--- config.mk ---
export PLATFORM = sky130hd
export DESIGN_NAME = mem_stage_lsu
export DESIGN_NICKNAME = d
export VERILOG_FILES = /design/src/rtl/lsu_pkg.sv /design/src/rtl/lsu_align.sv /design/src/rtl/mem_stage_lsu.sv
export SDC_FILE = /design/constraint.sdc
export NUM_CORES = 1
export LEC_CHECK = 0
export ABC_AREA = 1
export BUFFER_PORTS_ARGS = -buffer_cell sky130_fd_sc_hd__buf_2
export CAP_MARGIN = 20
export CORE_UTILIZATION = 40
export CTS_CLUSTER_DIAMETER = 100
export CTS_CLUSTER_SIZE = 10
export DETAILED_ROUTE_END_ITERATION = 10
export PLACE_DENSITY = 0.68
export SLEW_MARGIN = 20
export SYNTH_ARGS = -nofsm -noshare
export SYNTH_HDL_FRONTEND = slang
export SYNTH_SLANG_ARGS = --single-unit
--- constraint.sdc ---
create_clock -name clk -period 2.05 [get_ports clk]
set_clock_uncertainty 0.05 [all_clocks]
set_input_delay 0.205 -clock clk [delete_from_list [all_inputs] [get_ports clk]]
set_output_delay 0.205 -clock clk [all_outputs]
set_load 0.01 [all_outputs]
--- src/rtl/lsu_pkg.sv ---
// Shared types and constants for the MEM-stage load/store unit.
package lsu_pkg;

  typedef enum logic [1:0] {
    IDLE = 2'd0,
    REQ  = 2'd1,
    RESP = 2'd2,
    DONE = 2'd3
  } lsu_state_e;

  localparam logic [2:0] F3_LB  = 3'b000;
  localparam logic [2:0] F3_LH  = 3'b001;
  localparam logic [2:0] F3_LW  = 3'b010;
  localparam logic [2:0] F3_LBU = 3'b100;
  localparam logic [2:0] F3_LHU = 3'b101;
  localparam logic [2:0] F3_SB  = 3'b000;
  localparam logic [2:0] F3_SH  = 3'b001;
  localparam logic [2:0] F3_SW  = 3'b010;

  // Halfwords must be 2-byte aligned, words 4-byte aligned.
  function automatic logic is_misaligned(input logic [2:0] funct3, input logic [1:0] addr_lo);
    case (funct3[1:0])
      2'b01:   is_misaligned = addr_lo[0];
      2'b10:   is_misaligned = (addr_lo != 2'b00);
      default: is_misaligned = 1'b0;
    endcase
  endfunction

endpackage

--- src/rtl/lsu_align.sv ---
// Byte-lane steering: store byte enables / lane replication and load extract / extend.
module lsu_align
  import lsu_pkg::*;
#(
  parameter int DATA_WIDTH = 32,
  parameter int BE_WIDTH   = DATA_WIDTH / 8
) (
  input  logic [1:0]            addr_lo,
  input  logic [2:0]            funct3,
  input  logic                  is_store,
  input  logic [DATA_WIDTH-1:0] store_data,
  input  logic [DATA_WIDTH-1:0] rdata,
  output logic [BE_WIDTH-1:0]   be,
  output logic [DATA_WIDTH-1:0] wdata,
  output logic [DATA_WIDTH-1:0] load_data
);

  logic [7:0]  byte_sel;
  logic [15:0] half_sel;

  // Misaligned halfwords fall back to the lane picked by addr[1] alone.
  always_comb begin
    be    = 4'b1111;
    wdata = '0;
    if (is_store) begin
      case (funct3[1:0])
        2'b00: begin
          be    = 4'b0001 << addr_lo;
          wdata = {4{store_data[7:0]}};
        end
        2'b01: begin
          be    = 4'b0011 << {addr_lo[1], 1'b0};
          wdata = {2{store_data[15:0]}};
        end
        default: wdata = store_data;
      endcase
    end
  end

  always_comb begin
    case (addr_lo)
      2'd0:    byte_sel = rdata[7:0];
      2'd1:    byte_sel = rdata[15:8];
      2'd2:    byte_sel = rdata[23:16];
      default: byte_sel = rdata[31:24];
    endcase
    half_sel = addr_lo[1] ? rdata[31:16] : rdata[15:0];
    case (funct3)
      F3_LB:   load_data = {{24{byte_sel[7]}}, byte_sel};
      F3_LH:   load_data = {{16{half_sel[15]}}, half_sel};
      F3_LBU:  load_data = {24'd0, byte_sel};
      F3_LHU:  load_data = {16'd0, half_sel};
      default: load_data = rdata;
    endcase
  end

endmodule

--- src/rtl/mem_stage_lsu.sv ---
// RV32I MEM-stage load/store unit driving a req/gnt/rvalid data bus.
// Optional LSU_MISALIGN_CHECK_EN: flag misaligned H/W accesses and suppress them.
module mem_stage_lsu
  import lsu_pkg::*;
#(
  parameter int DATA_WIDTH = 32,
  parameter int ADDR_WIDTH = 32,
  parameter int BE_WIDTH   = DATA_WIDTH / 8
) (
  input  logic                  clk,
  input  logic                  rst_n,
  input  logic [ADDR_WIDTH-1:0] mem_alu_result,
  input  logic [DATA_WIDTH-1:0] mem_rs2_data,
  input  logic [2:0]            mem_funct3,
  input  logic                  mem_MemRead,
  input  logic                  mem_MemWrite,
  input  logic                  mem_flush,
  input  logic                  wb_ready,
  output logic                  dbus_req,
  output logic                  dbus_we,
  output logic [ADDR_WIDTH-1:0] dbus_addr,
  output logic [DATA_WIDTH-1:0] dbus_wdata,
  output logic [BE_WIDTH-1:0]   dbus_be,
  input  logic                  dbus_gnt,
  input  logic                  dbus_rvalid,
  input  logic [DATA_WIDTH-1:0] dbus_rdata,
  output logic [DATA_WIDTH-1:0] mem_load_data,
  output logic                  mem_stall,
  output logic                  mem_misaligned
);

  lsu_state_e state_q, state_d;
  logic discard_q, discard_d;
  logic [DATA_WIDTH-1:0] load_data_q, load_out, fmt_data, wdata;
  logic [ADDR_WIDTH-1:0] addr_q, cur_addr;
  logic [DATA_WIDTH-1:0] rs2_q, cur_rs2;
  logic [2:0] funct3_q, cur_funct3;
  logic store_q, cur_store;
  logic [BE_WIDTH-1:0] be;
  logic access, is_store, misaligned, issue, in_idle, req, stall;

  assign access   = mem_MemRead | mem_MemWrite;
  assign is_store = mem_MemWrite & ~mem_MemRead;
  assign in_idle  = (state_q == IDLE);

`ifdef LSU_MISALIGN_CHECK_EN
  assign misaligned = access & in_idle & is_misaligned(mem_funct3, mem_alu_result[1:0]);
`else
  assign misaligned = 1'b0;
`endif

  assign issue = access & ~mem_flush & ~misaligned;

  // Once issued, the request is replayed from a private copy so it cannot drift.
  assign cur_addr   = in_idle ? mem_alu_result : addr_q;
  assign cur_rs2    = in_idle ? mem_rs2_data   : rs2_q;
  assign cur_funct3 = in_idle ? mem_funct3     : funct3_q;
  assign cur_store  = in_idle ? is_store       : store_q;

  lsu_align #(.DATA_WIDTH(DATA_WIDTH), .BE_WIDTH(BE_WIDTH)) u_align (
    .addr_lo    (cur_addr[1:0]),
    .funct3     (cur_funct3),
    .is_store   (cur_store),
    .store_data (cur_rs2),
    .rdata      (dbus_rdata),
    .be         (be),
    .wdata      (wdata),
    .load_data  (fmt_data)
  );

  always_ff @(posedge clk or negedge rst_n) begin
    if (!rst_n) begin
      addr_q   <= '0;
      rs2_q    <= '0;
      funct3_q <= '0;
      store_q  <= 1'b0;
    end else if (in_idle && issue) begin
      addr_q   <= mem_alu_result;
      rs2_q    <= mem_rs2_data;
      funct3_q <= mem_funct3;
      store_q  <= is_store;
    end
  end

  always_ff @(posedge clk or negedge rst_n) begin
    if (!rst_n) begin
      state_q     <= IDLE;
      discard_q   <= 1'b0;
      load_data_q <= '0;
    end else begin
      state_q   <= state_d;
      discard_q <= discard_d;
      if (state_q == RESP && dbus_rvalid) load_data_q <= load_out;
    end
  end

  // A flushed transaction still completes on the bus; only its result is dropped.
  always_comb begin
    state_d   = state_q;
    discard_d = discard_q;
    req       = 1'b0;
    stall     = 1'b0;
    load_out  = '0;
    case (state_q)
      IDLE: begin
        discard_d = 1'b0;
        if (issue) begin
          req     = 1'b1;
          stall   = 1'b1;
          state_d = dbus_gnt ? RESP : REQ;
        end
      end
      REQ: begin
        req   = 1'b1;
        stall = 1'b1;
        if (mem_flush) discard_d = 1'b1;
        if (dbus_gnt) state_d = RESP;
      end
      RESP: begin
        if (mem_flush) discard_d = 1'b1;
        if (dbus_rvalid) begin
          load_out  = (discard_q | mem_flush) ? '0 : fmt_data;
          discard_d = 1'b0;
          state_d   = (discard_q | mem_flush | wb_ready) ? IDLE : DONE;
        end else begin
          stall = 1'b1;
        end
      end
      DONE: begin
        load_out = load_data_q;
        if (wb_ready || mem_flush) state_d = IDLE;
      end
      default: state_d = IDLE;
    endcase
  end

  assign dbus_req       = req;
  assign dbus_we        = req & cur_store;
  assign dbus_addr      = req ? {cur_addr[ADDR_WIDTH-1:2], 2'b00} : '0;
  assign dbus_wdata     = req ? wdata : '0;
  assign dbus_be        = req ? be : '0;
  assign mem_load_data  = load_out;
  assign mem_stall      = stall;
  assign mem_misaligned = misaligned;

endmodule

==> summary.txt <==
Synthesis
  • Most repeated cell in the gate-level netlist after synthesis: nand2_1
  • Mapped Avg Cell Area: 7.16 µm²
  • Leading cell types by total area after synthesis: dfrtp_1, nand2_1, a21oi_1
  • Count of flip-flops with a built-in enable after synthesis: 0
  • Warnings, synthesis: 0
  • Area share of the leading cell type in the synthesized netlist: roughly two fifths
  • Sequential area share after synthesis: 39.6%
  • Area leader, netlist: dfrtp_1
  • Leading register cell type out of synthesis: dfrtp_1
  • Async set or reset register ratio after synthesis: 100%
  • Cell types with the highest counts after synthesis: nand2_1, dfrtp_1, a21oi_1, o21ai_0, inv_1
  • Syn Std Cell Area: 0.00651 mm²
  • Post-Syn Instances: 909
  • Number of storage elements in the synthesis netlist: between 100 and 150
  • Number of unique standard cell types used by synthesis: 39

Clock tree
  • CTS clock-pin slew for the worst setup and hold paths: 80 ps
  • Root buffer selected by CTS: clkbuf_16
  • Deepest clock path buffer count: 2
  • Number of clock sinks seen by CTS: 103
  • Clock insertion delay at the later pin of the skew report: 360 ps
  • Num CTS Buffers: 9
  • TritonCTS clock tree: yes
  • CTS H-tree lvls: 3

Outcome
  • Violations in the final reports: setup timing
  • Outcome: complete, but fails checks

Worst setup path
  • Critical path endpoint category: output port
  • Critical path type: reg -> out
  • Arrival time reported for the critical path endpoint: 2230 ps
  • Max Fanout on Critical Path: 8
  • End of the worst register-to-register path: load_data_q[19]$_DFFE_PN0P_
  • Critical register-to-register path startpoint: state_q[0]$_DFFE_PN0P_
  • Source of the critical timing path: state_q[0]$_DFFE_PN0P_
  • Required arrival time at the worst endpoint: 1790 ps
  • FF-to-FF setup slack: -340 ps
  • Worst reg2reg path depth: 16
  • Setup crit start kind: register

Power and ir drop
  • Relative contribution of the clock network to total power: 10.4%
  • Internal power: 8.71 mW
  • Combinational fraction of design power: 69.0%
  • Worst VDD drop: 0.000794 V
  • Areal power density over the cells: about 1700 mW/mm²
  • Lkg Pwr: 4.98 nW
  • Net switching power: 7.52 mW
  • Sequential cell fraction of total power: between 20% and 30%
  • Switching part of the total: 46.3%

Global route
  • Vias in the first global route: 6,507
  • Remaining global-route overflow: 0
  • First-pass GRT wire length: 33,000 µm
  • Largest net degree at the start of global routing: 59
  • Initial antenna violation count: 4
  • Aggregate global-route resource usage: roughly a quarter

Placed design
  • Post-Place Setup Slack: -277 ps
  • Number of placed cells counting well taps: 1,340
  • Routability congestion estimate: just under 0.9
  • Placement Cell Area: 0.00821 mm²
  • Port Buf Inserts: 207
  • Detailed-placement wirelength estimate: 14,500 µm

Floorplan
  • Initial core utilization: 41.0%
  • I/O pins: 211
  • Die ar.: 0.0168 mm²
  • Die X: 130 µm
  • Die height: between 100 and 150 µm
  • Floorplan Core Area: roughly 0.016 mm²
  • Number of rows in the core area: 46

Min path
  • Class of the worst hold path: in -> reg
  • Worst hold stages: 2
  • Endpoint with the worst hold slack: addr_q[4]$_DFFE_PN0P_
  • Startpoint of the lowest-slack hold path: mem_alu_result[4]

Route
  • Iteration count of the initial detailed-routing pass: 5
  • Vias: about 7,000
  • # DRC: 0
  • Total wire length: between 20,000 and 25,000 µm
  • Drt wl/cell: 15.2 µm
  • Detailed router's first-iteration violation count: between 500 and 600
  • Antenna-violating nets left: 0
  • Post-DR vias/cell: 5.04

Finish
  • Cell Count, Final, Fillers Out: 1,394
  • Final Net Count: 1,282
  • Layout cell share with drive strength beyond 1: 43.1%
  • Filler Cell Count: ~1,500
  • Area growth from synthesis to final layout: 47.2%
  • Final design instance area without fill: about 0.0096 mm²

STA
  • Setup repair after global routing missed its margin: yes
  • Time the final worst path needs with I/O delays and setup: ~2500 ps
  • Total negative setup slack: -30,190 ps
  • Worst Slack Setup Final: -440 ps
  • Slew Limit Fails: 0
  • Final cycle utilization of the critical path: 121%
  • Achievable frequency: approximately 0.4 GHz
  • Worst Hold Slack: 40.1 ps
  • Final-report setup violation count: between 100 and 150
  • Final hold violation count: 0

Run
  • Number of max-cap violations: 0
cells by family (layout without fill, tap and decap cells):
| kind of cell | count (synthesis) | in the layout | share of synthesized area (%) |
|---|---|---|---|
| fa+ha+maj | 5 | 5 | 0.961 |
| compound gates | 183 | 183 | 15.2 |
| buf+inv | 126 | 389 | 8.42 |
| simple gates | 461 | 462 | 30.6 |
| flops | 103 | 103 | 39.6 |
| mux | 30 | 30 | 5.19 |
| other cells | 1 | 6 | 0.0576 |
area by class of cell:
class | count | area, µm² | share of cell area, %
Timing Repair Buffer | 305 | 2300 | 24.0
Multi-Input combinational cell | 683 | 3870 | 40.3
Tap cell | 216 | 270 | 2.82
Antenna cell | 3 | 7.51 | 0.0783
Clock buffer | 10 | 229 | 2.39
Inverter | 68 | 277 | 2.89
Clock inverter | 6 | 53.8 | 0.561
Sequential cell | 103 | 2580 | 26.9
cells in the final DEF, fill, tap and decap left out, types with 31 or more instances in the layout:
master	instances
buf_2	186
inv_1	55
buf_4	59
buf_6	36
nor2_1	35
nand2_1	318
o21ai_0	53
dfrtp_1	103
nand2_2	31
a21oi_1	56
registers in the layout, indices dropped and copies added (netlist names):
name and flops:
addr_q 32, load_data_q 32, rs2_q 32, funct3_q 3
state_q 2, discard_q 1, store_q 1
power groups by stage:
| stage | Combinational [mW] | Clock [mW] | Sequential [mW] |
|---|---|---|---|
| after detailed placement | 8.72 | 0 | 3.35 |
| after global routing | 12.2 | 1.82 | 3.45 |
| after floorplan | 5.70 | 0 | 3.26 |
| after global placement | 8.66 | 0 | 3.32 |
| final | 11.2 | 1.69 | 3.34 |
| after CTS | 10.5 | 1.73 | 3.33 |
per-layer routing:
metal	track usage (%)	share of wire [%]
met4	6.98	1.7
met1	33.4	43
met2	41.9	48
met3	5.45	6.6
met5	0	0
how the worst max path moves through the flow:
stage / slack (ps) / depth (start not counted) / endpoint
2_1_floorplan: -50 / 10 / dbus_wdata[16]
6_report: -440 / 11 / mem_load_data[18]
5_1_grt: -560 / 12 / mem_load_data[13]
3_3_place_gp: -200 / 10 / mem_load_data[2]
3_5_place_dp: -280 / 13 / mem_load_data[2]
4_1_cts: -410 / 11 / dbus_wdata[17]
metrics by stage:
step / total power, mW / util, %
2_1_floorplan: 8.96 / -
3_3_place_gp: 12.0 / 51.7
3_5_place_dp: 12.1 / 51.7
4_1_cts: 15.6 / 58.3
5_1_grt: 17.4 / 60.3
6_report: 16.2 / 60.3
critical path: stages, from the launching register on:
cell,delay [ps]
dfrtp_1,390
inv_2,70
ha_4,190
buf_6,130
o21ai_4,220
nand2_4,130
nor2_4,160
nand2_4,90
nand3_4,200
nand3_2,110
nand2_2,100
buf_6,100
timing repair:
item | in CTS | in global routing
buffers inserted | 17 | 8
endpoints found under the hold margin | 29 | 0
pin swaps | 16 | 31
setup endpoints to repair | 149 | 189
gates resized for setup | 118 | 53
hold buffers | 1 | 0
cloned | 7 | 2
No activity file was read; power rests on OpenSTA's default activity.
